## src/rtl/user_code_loader.sv

```systemverilog
// Boot loader: copies the hardwired user code words into instruction
// memory, reads each one back to verify, and holds the CPU until done.
//
// Ports:
//   clock, reset_n      system clock, async active-low reset
//   b0I..b15I           static code words from the user code ROM
//   start               (re)load request, honoured in IDLE/DONE/FAIL
//   wr_en/wr_addr/wr_data/wr_ready   instruction memory write port
//   rd_addr/rd_data     read-back port, data valid one cycle after addr
//   cpu_hold            CPU reset hold, low only once verified
//   done/error/error_addr            load status
module user_code_loader #(
    parameter int BASE_ADDR  = 16,
    parameter int NUM_WORDS  = 16,
    parameter int ADDR_W     = 5,
    parameter bit AUTO_START = 1'b1
) (
    input  logic              clock,
    input  logic              reset_n,
    input  logic [15:0]       b0I,
    input  logic [15:0]       b1I,
    input  logic [15:0]       b2I,
    input  logic [15:0]       b3I,
    input  logic [15:0]       b4I,
    input  logic [15:0]       b5I,
    input  logic [15:0]       b6I,
    input  logic [15:0]       b7I,
    input  logic [15:0]       b8I,
    input  logic [15:0]       b9I,
    input  logic [15:0]       b10I,
    input  logic [15:0]       b11I,
    input  logic [15:0]       b12I,
    input  logic [15:0]       b13I,
    input  logic [15:0]       b14I,
    input  logic [15:0]       b15I,
    input  logic              start,
    output logic              wr_en,
    output logic [ADDR_W-1:0] wr_addr,
    output logic [15:0]       wr_data,
    input  logic              wr_ready,
    output logic [ADDR_W-1:0] rd_addr,
    input  logic [15:0]       rd_data,
    output logic              cpu_hold,
    output logic              done,
    output logic              error,
    output logic [ADDR_W-1:0] error_addr
);

    typedef enum logic [2:0] {
        S_IDLE,
        S_WRITE,
        S_VERIFY,
        S_CHECK,
        S_DONE,
        S_FAIL
    } state_t;

    localparam logic [3:0] LAST_IDX = 4'(NUM_WORDS - 1);

    state_t              state_q, state_d;
    logic [3:0]          idx_q, idx_d;
    logic                auto_q, auto_d;
    logic                wr_en_q, wr_en_d;
    logic [ADDR_W-1:0]   wr_addr_q, wr_addr_d;
    logic [15:0]         wr_data_q, wr_data_d;
    logic [ADDR_W-1:0]   rd_addr_q, rd_addr_d;
    logic                hold_q, hold_d;
    logic                done_q, done_d;
    logic                error_q, error_d;
    logic [ADDR_W-1:0]   err_addr_q, err_addr_d;
    logic                load;
    logic [15:0]         words [16];

    assign words[0]  = b0I;
    assign words[1]  = b1I;
    assign words[2]  = b2I;
    assign words[3]  = b3I;
    assign words[4]  = b4I;
    assign words[5]  = b5I;
    assign words[6]  = b6I;
    assign words[7]  = b7I;
    assign words[8]  = b8I;
    assign words[9]  = b9I;
    assign words[10] = b10I;
    assign words[11] = b11I;
    assign words[12] = b12I;
    assign words[13] = b13I;
    assign words[14] = b14I;
    assign words[15] = b15I;

    // Address wraps modulo 2^ADDR_W by truncation.
    function automatic logic [ADDR_W-1:0] addr_of(input logic [3:0] i);
        return ADDR_W'(BASE_ADDR + int'(i));
    endfunction

    always_comb begin
        state_d    = state_q;
        idx_d      = idx_q;
        auto_d     = auto_q;
        wr_en_d    = wr_en_q;
        wr_addr_d  = wr_addr_q;
        wr_data_d  = wr_data_q;
        rd_addr_d  = rd_addr_q;
        hold_d     = hold_q;
        done_d     = done_q;
        error_d    = error_q;
        err_addr_d = err_addr_q;
        load       = 1'b0;

        unique case (state_q)
            S_IDLE: load = start || auto_q;
            S_WRITE: begin
                if (wr_en_q && wr_ready) begin
                    if (idx_q == LAST_IDX) begin
                        idx_d     = '0;
                        wr_en_d   = 1'b0;
                        rd_addr_d = addr_of(4'd0);
                        state_d   = S_VERIFY;
                    end else begin
                        idx_d     = idx_q + 4'd1;
                        wr_addr_d = addr_of(idx_q + 4'd1);
                        wr_data_d = words[idx_q + 4'd1];
                    end
                end
            end
            // One cycle for the memory to return the addressed word.
            S_VERIFY: state_d = S_CHECK;
            S_CHECK: begin
                if (rd_data == words[idx_q]) begin
                    if (idx_q == LAST_IDX) begin
                        idx_d   = '0;
                        done_d  = 1'b1;
                        hold_d  = 1'b0;
                        state_d = S_DONE;
                    end else begin
                        idx_d     = idx_q + 4'd1;
                        rd_addr_d = addr_of(idx_q + 4'd1);
                        state_d   = S_VERIFY;
                    end
                end else begin
                    idx_d      = '0;
                    error_d    = 1'b1;
                    err_addr_d = addr_of(idx_q);
                    state_d    = S_FAIL;
                end
            end
            S_DONE, S_FAIL: load = start;
            default: state_d = S_IDLE;
        endcase

        // Every load starts from word 0 with status cleared and CPU held.
        if (load) begin
            state_d    = S_WRITE;
            idx_d      = '0;
            auto_d     = 1'b0;
            wr_en_d    = 1'b1;
            wr_addr_d  = addr_of(4'd0);
            wr_data_d  = words[0];
            hold_d     = 1'b1;
            done_d     = 1'b0;
            error_d    = 1'b0;
            err_addr_d = '0;
        end
    end

    always_ff @(posedge clock or negedge reset_n) begin
        if (!reset_n) begin
            state_q    <= S_IDLE;
            idx_q      <= '0;
            auto_q     <= AUTO_START;
            wr_en_q    <= 1'b0;
            wr_addr_q  <= '0;
            wr_data_q  <= '0;
            rd_addr_q  <= '0;
            hold_q     <= 1'b1;
            done_q     <= 1'b0;
            error_q    <= 1'b0;
            err_addr_q <= '0;
        end else begin
            state_q    <= state_d;
            idx_q      <= idx_d;
            auto_q     <= auto_d;
            wr_en_q    <= wr_en_d;
            wr_addr_q  <= wr_addr_d;
            wr_data_q  <= wr_data_d;
            rd_addr_q  <= rd_addr_d;
            hold_q     <= hold_d;
            done_q     <= done_d;
            error_q    <= error_d;
            err_addr_q <= err_addr_d;
        end
    end

    assign wr_en      = wr_en_q;
    assign wr_addr    = wr_addr_q;
    assign wr_data    = wr_data_q;
    assign rd_addr    = rd_addr_q;
    assign cpu_hold   = hold_q;
    assign done       = done_q;
    assign error      = error_q;
    assign error_addr = err_addr_q;

endmodule

```

## config.mk

```make
export PLATFORM = sky130hd
export DESIGN_NAME = user_code_loader
export DESIGN_NICKNAME = d
export VERILOG_FILES = /design/src/rtl/user_code_loader.sv
export SDC_FILE = /design/constraint.sdc
export NUM_CORES = 1
export LEC_CHECK = 0
export CAP_MARGIN = 20
export CORE_MARGIN = 4
export CORE_UTILIZATION = 45
export CTS_BUF_LIST = sky130_fd_sc_hd__clkbuf_4 sky130_fd_sc_hd__clkbuf_8 sky130_fd_sc_hd__clkbuf_16
export CTS_CLUSTER_SIZE = 28
export DETAILED_ROUTE_END_ITERATION = 8
export DONT_BUFFER_PORTS = 1
export GPL_ROUTABILITY_DRIVEN = 0
export GPL_TIMING_DRIVEN = 0
export PLACE_DENSITY = 0.63
export SYNTH_ARGS = -nofsm -noshare
export SYNTH_HDL_FRONTEND = slang
export SYNTH_SLANG_ARGS = --single-unit
export TNS_END_PERCENT = 50
```

## constraint.sdc

```tcl
create_clock -name clock -period 7.8 [get_ports clock]
set_input_delay 1.56 -clock clock [delete_from_list [all_inputs] [get_ports clock]]
set_output_delay 1.56 -clock clock [all_outputs]
set_load 0.02 [all_outputs]
```

==> impl_metrics.env, run 1 <==
export IMPL_io_buffers=0
export IMPL_maximum_capacitance_violations=0
export IMPL_critPathRequiredTime_ns=7.97
export IMPL_seq_area_frac_synth=0.175
export IMPL_synth_area_leader_cell="mux4_2"
export IMPL_critical_path_top_delay_family="buffers and inverters"
export IMPL_fmax_mhz=245
export IMPL_yosysUniqueCellTypes=48
export IMPL_fp_coreArea_um2=12900
export IMPL_post_cts_resized_instances=0
export IMPL_antenna_found_initial=0
export IMPL_path_class="reg -> reg"
export IMPL_floorplan_io_pins=311
export IMPL_cts_made_buffers=5
export IMPL_critPathCaptureType="register"
export IMPL_cts_post_setup_buffers_inserted=0
export IMPL_worstHoldPathCells=1
export IMPL_synth_async_reset_ratio=1.00
export IMPL_detail_route_antenna_nets=0
export IMPL_route_detailed_drc=0
export IMPL_power_density_nw_per_um2=521
export IMPL_route_vias_total=5192
export IMPL_synth_compound_area_frac=0.0782
export IMPL_clkTransAtPathRegs_ns=0.07
export IMPL_global_route_wire_length_before_repair_mm=36.2
export IMPL_synthesis_area_um2=6020
export IMPL_share_of_cell_area_taken_by_muxes_after_synthesis=0.603
export IMPL_global_route_overflow_total=0
export IMPL_setup_viol_count_final=0
export IMPL_hold_class="reg -> reg"
export IMPL_drt_wirelength_per_cell_um=40.6
export IMPL_routed_via_density=8.06
export IMPL_worst_path_fanout_max=10
export IMPL_synth_top_family_by_area="multiplexers"
export IMPL_final_period_utilization=0.523
export IMPL_synth_warning_count=0
export IMPL_synth_top_cells_by_area="mux4_2 51%, dfrtp_1 17%, mux2i_1 8.8%"
export IMPL_layout_drive_gt1_share=0.393
export IMPL_timing_critical_path_cells="buf_2, buf_1, mux4_2, a221oi_2, xor2_1, o2111ai_1, nor4_4, nand3_2, mux2_2"
export IMPL_cp_start_kind="register"
export IMPL_cts_tree="yes"
export IMPL_report_final_hold_viol_count=0
export IMPL_synth_xor_xnor_area_share=0.0291
export IMPL_synth_edff_count=0
export IMPL_timing_slew_headroom=0.253
export IMPL_detailedRoute_firstIterationViolations=668
export IMPL_synth_top_flop_cell="dfrtp_1"
export IMPL_row_count=41
export IMPL_die_width_um=124
export IMPL_syn2layout_area_growth_pct=8.03
export IMPL_min_period_ns=4.08
export IMPL_setup_repair_after_global_routing_missed_its_margin="false"
export IMPL_vdd_ir_drop_max_mv=0.239
export IMPL_yosys_area_top_type_share=0.509
export IMPL_fin_worst_skew_ns=0.0121
export IMPL_die_h_um=124
export IMPL_drt_first_pass_iters=5
export IMPL_adder_cell_share_of_the_synthesized_area=0.00208
export IMPL_placed_cells_incl_taps=632
export IMPL_post_synthesis_cells=455
export IMPL_dieArea_um2=15300
export IMPL_crit_buf_inv=2
export IMPL_skew_pair_late_insertion_delay_ns=0.29
export IMPL_ff2ff_path_depth=9
export IMPL_cp_data_arrival_time_ns=4.25
export IMPL_cts_sink_count=42
export IMPL_clock_tree_htree_level_count=2
export IMPL_cts_root_buf="clkbuf_16"
export IMPL_synth_ff_latch_count=42
export IMPL_cts_hold_buffers=0
export IMPL_synth_simple_gate_area_share=0.0674
export IMPL_post_route_util=0.505
export IMPL_floorplan_initialDensity=0.467
export IMPL_drt_total_wl_mm=26.1
export IMPL_nNetsFinal=747
export IMPL_worst_slew_pin_transition_ns=1.12
export IMPL_run_status="finished clean"
export IMPL_grt_pass1_vias=5696
export IMPL_post_synth_cell_area_avg_um2=13.2
export IMPL_critPathSlowestCell="buf_1"
export IMPL_dp_final_hpwl_mm=20.4
export IMPL_clock_tree_buffer_depth=2
export IMPL_crit_path_max_incr_delay_ns=0.69
export IMPL_final_non_filler_cell_total=644
export IMPL_finalMaxSlewViolations=0
export IMPL_p_leak_nw=2.33
export IMPL_pin_count_of_the_biggest_net_entering_global_routing=43
export IMPL_critical_path_stages=9
export IMPL_setup_tns_ns=0
export IMPL_syn_nets=732
export IMPL_grt_util_all_layers=0.335
## cell usage after synthesis, types with 9 or more instances
| master | instances |
|---|---|
| mux4_2 | 136 |
| mux2i_1 | 53 |
| dfrtp_1 | 40 |
| nand2_1 | 35 |
| o21ai_0 | 22 |
| clkbuf_1 | 21 |
| nor2_1 | 13 |
| a22oi_1 | 12 |
| buf_2 | 12 |
| xor2_1 | 11 |
| buf_1 | 9 |
| xnor2_1 | 9 |
## layout make-up
type | count | area (um2)
Tap cell | 172 | 215
Inverter | 7 | 26.3
Sequential cell | 42 | 1050
Timing Repair Buffer | 8 | 95.1
Clock buffer | 6 | 133
Antenna cell | 1 | 2.50
Buffer | 49 | 248
Clock inverter | 2 | 37.5
Multi-Input combinational cell | 357 | 4690
Fill cell | 1128 | 6370
## routing by layer
metal  track usage  share of wire  routed length, um  vias up
met4         0.151          0.060               1560        0
met1         0.398           0.33               8550     2599
met5             0              0                  0        -
li1              -              -                  -     1953
met2         0.538           0.47              12400      523
met3         0.129           0.14               3650      117
## cells by family (layout without fill, tap and decap cells)
group                    Yosys count  in the layout
AO/OA/AOI/OAI                     62             62
XOR/XNOR                          20             20
adder cells (fa/ha/maj)            1              1
buffers and inverters             56             72
flip-flops                        42             42
multiplexers                     192            192
other                              0              1
AND/OR/NAND/NOR                   82             82
## path summary, 6_finish.rpt
kind / startpoint / to / slack [ns]
max in group asynchronous: reset_n / cpu_hold / 6.66
max: idx_q[1] / rd_addr[2] / 3.72
min reg2reg: auto_q / auto_q / 0.49
max reg2reg: idx_q[1] / rd_addr[2] / 3.72
min in group asynchronous: reset_n / idx_q[1] / 0.96
min: auto_q / auto_q / 0.49
## placed cells by master, fill, tap and decap left out, types with 4 or more instances in the layout
cell	Yosys	layout
mux2i_1	53	53
a221oi_2	5	5
o21ai_0	22	22
dfrtp_1	40	40
inv_1	6	6
a22o_1	7	7
nand2_1	35	35
buf_8	2	6
mux4_2	136	136
a22oi_1	12	12
and3_1	4	4
buf_6	2	4
clkbuf_16	0	5
nor3_1	6	6
nor2_1	13	13
xor2_1	11	11
buf_1	9	9
buf_2	12	12
xnor2_1	9	9
buf_4	3	4
nand3_1	4	4
nor2b_1	7	7
clkbuf_1	21	21
## stage by stage
| step | cell area [um2] | power, mW | hold slack [ns] | setup WS [ns] |
|---|---|---|---|---|
| after global placement | 6230 | 2.99 | 0.475 | 3.43 |
| after floorplan | 6020 | 2.38 | 0.466 | 4.03 |
| after global routing | 6500 | 3.56 | 0.501 | 3.51 |
| final | 6500 | 3.39 | 0.490 | 3.72 |
| after detailed placement | 6300 | 3.10 | 0.476 | 3.43 |
| after CTS | 6470 | 3.35 | 0.489 | 3.72 |
## where the power goes
| group | internal, mW | switching (mW) | leakage, nW |
|---|---|---|---|
| Sequential | 0.301 | 0.159 | 0.516 |
| Combinational | 1.35 | 1.32 | 1.73 |
| Clock | 0.155 | 0.0934 | 0.0805 |
## worst reg2reg max path, cell delays in order (launching register included)
cell and delay (ns):
dfrtp_1 0.44, buf_2 0.40, buf_1 0.70, mux4_2 0.44
a221oi_2 0.30, xor2_1 0.33, o2111ai_1 0.23, nor4_4 0.49
nand3_2 0.31, mux2_2 0.34
## flip-flops by register name, indices dropped and copies added, names as in the netlist
| name | flops |
|---|---|
| cpu_hold | 1 |
| auto_q | 1 |
| wr_data | 16 |
| wr_en | 1 |
| state_q | 3 |
| idx_q | 4 |
| error_addr | 5 |
| done | 1 |
| rd_addr | 5 |
| wr_addr | 5 |
Power figures use the tool's default switching activity.
==> inputs of run 2 (changes only) <==
- clock period: 7.8 -> 4.1 ns (I/O delays scaled with it)
==> run 2 against run 1 <==
Effect of this change: hold slack worse by 0.27 ns; clock skew up 0.0016 ns; global-route usage unchanged; cell area about the same; fmax up 5.3%; wire length down 0.25%; critical path depth up 1; register-to-register slack worse by 3.5 ns; sequential power up 90%; non-clock buffer count unchanged; cell count down 0.16%; critical endpoint is now state_q[2]; largest power group unchanged; highest routed layer unchanged.
==> impl_metrics.env, run 2 (same netlist as run 1, synthesis figures left out) <==
export IMPL_vdd_ir_drop_max_mv=0.461
export IMPL_die_width_um=124
export IMPL_path_class="reg -> reg"
export IMPL_cts_hold_buffers=0
export IMPL_critPathCaptureType="register"
export IMPL_global_route_wire_length_before_repair_mm=36.2
export IMPL_final_period_utilization=0.944
export IMPL_clkTransAtPathRegs_ns=0.07
export IMPL_setup_viol_count_final=0
export IMPL_setup_repair_after_global_routing_missed_its_margin="false"
export IMPL_placed_cells_incl_taps=632
export IMPL_cts_root_buf="clkbuf_16"
export IMPL_min_period_ns=3.87
export IMPL_cp_start_kind="register"
export IMPL_antenna_cells_inserted=0
export IMPL_route_detailed_drc=0
export IMPL_worst_r2r_setup_slack_ns=0.23
export IMPL_floorplan_io_pins=311
export IMPL_sequential_cell_area_um2=1050
export IMPL_ff2ff_path_depth=10
export IMPL_p_leak_nw=2.34
export IMPL_critPathRequiredTime_ns=4.26
export IMPL_floorplan_initialDensity=0.467
export IMPL_drt_first_pass_iters=5
export IMPL_hold_class="in -> async"
export IMPL_skew_pair_late_insertion_delay_ns=0.29
export IMPL_pin_count_of_the_biggest_net_entering_global_routing=43
export IMPL_r2r_end="state_q[2]"
export IMPL_routed_via_density=8.10
export IMPL_io_buffers=0
export IMPL_worst_slew_pin_transition_ns=1.10
export IMPL_power_density_nw_per_um2=991
export IMPL_final_non_filler_cell_total=643
export IMPL_cts_sink_count=42
export IMPL_row_count=41
export IMPL_cts_tree="yes"
export IMPL_clock_tree_htree_level_count=2
export IMPL_die_h_um=124
export IMPL_detailedRoute_firstIterationViolations=679
export IMPL_run_status="finished clean"
export IMPL_fmax_mhz=258
export IMPL_reg2reg_from="idx_q[2]"
export IMPL_pre_cts_ws_ns=0.0561
export IMPL_route_vias_total=5206
export IMPL_drt_wirelength_per_cell_um=40.6
export IMPL_largest_register_ff_count=16
export IMPL_cts_post_setup_buffers_inserted=0
export IMPL_detailed_place_area_um2=6300
export IMPL_grt_pass1_vias=5696
export IMPL_filler_instances=1129
export IMPL_grt_util_all_layers=0.335
export IMPL_timing_final_ws_setup_ns=0.228
export IMPL_worst_setup_path_startpoint="idx_q[2]"
export IMPL_clock_tree_buffer_depth=2
export IMPL_area_taken_by_multi_input_logic_gates_um2=4690
export IMPL_antenna_found_initial=0
export IMPL_maximum_capacitance_violations=0
export IMPL_global_route_overflow_total=0
export IMPL_dieArea_um2=15300
export IMPL_dp_final_hpwl_mm=20.4
export IMPL_cp_data_arrival_time_ns=4.03
export IMPL_layout_drive_gt1_share=0.401
export IMPL_timing_slew_headroom=0.263
export IMPL_drt_total_wl_mm=26.1
export IMPL_finalMaxSlewViolations=0
export IMPL_worst_path_fanout_max=10
export IMPL_fp_coreArea_um2=12900
export IMPL_cts_made_buffers=5
export IMPL_report_final_hold_viol_count=0
export IMPL_fin_worst_skew_ns=0.0137
export IMPL_fin_worst_hold_slack_ns=0.218
export IMPL_nNetsFinal=747
export IMPL_syn2layout_area_growth_pct=8.07
export IMPL_mostFrequentLayoutCell="mux4_2"
export IMPL_setup_tns_ns=0
export IMPL_leading_cell_types_in_the_layout_fill_and_taps_excluded="136 x mux4_2, 53 x mux2i_1, 40 x dfrtp_1"
export IMPL_design_area_um2=6500
export IMPL_detail_route_antenna_nets=0
run 2: changes by cell type in the layout (fill, tap and decap cells not counted):
cell      before  now
diode_2        1    0
buf_1          9    5
clkbuf_2       1    5
run 2: worst max path at each step:
stage,end,slack (ns),cells after the start
after floorplan,wr_data[10],0.93,8
after global placement,wr_data[4],0.09,8
after detailed placement,wr_data[15],0.06,9
after CTS,wr_data[15],0.04,9
after global routing,wr_data[15],0.003,9
final,state_q[2],0.23,10
run 2: repair_timing:
item | CTS | global route
endpoints found under the hold margin | 0 | 0
setup endpoints to repair | 0 | 17
gates resized for setup | 0 | 6
run 2: report_power, final:
group / internal, mW / switching [mW]
clock: 0.295 / 0.179
combinational: 2.57 / 2.52
sequential: 0.573 / 0.303
run 2: metrics by stage:
stage | total power [mW] | utilization
finish | 6.44 | 0.505
floorplan | 4.53 | -
global placement | 5.69 | 0.484
CTS | 6.37 | 0.502
detailed placement | 5.89 | 0.489
global route | 6.78 | 0.505
run 2: area by class of cell:
cell class | count | area share
buffer | 49 | 0.0389
clock buffer | 6 | 0.0204
clock inverter | 2 | 0.00577
inverter | 7 | 0.00404
multi-input combinational | 357 | 0.721
sequential | 42 | 0.162
tap | 172 | 0.0331
timing repair buffer | 8 | 0.0146
run 2: routing by layer:
metal	vias up	share of wire	GRT usage
li1	1951	-	-
met1	2602	0.32	0.398
met2	542	0.48	0.538
met3	111	0.14	0.129
met4	0	0.056	0.151
met5	-	0	0
run 2: critical path, cell delays in order, from the launching register on:
cell and delay [ns]:
dfrtp_1 0.40, clkbuf_1 0.29, nor2_1 0.92, a22o_1 0.34, a221oi_2 0.06, xnor2_1 0.16
nor4b_1 0.58, and4_1 0.27, buf_2 0.19, a21oi_4 0.13, or3_1 0.40
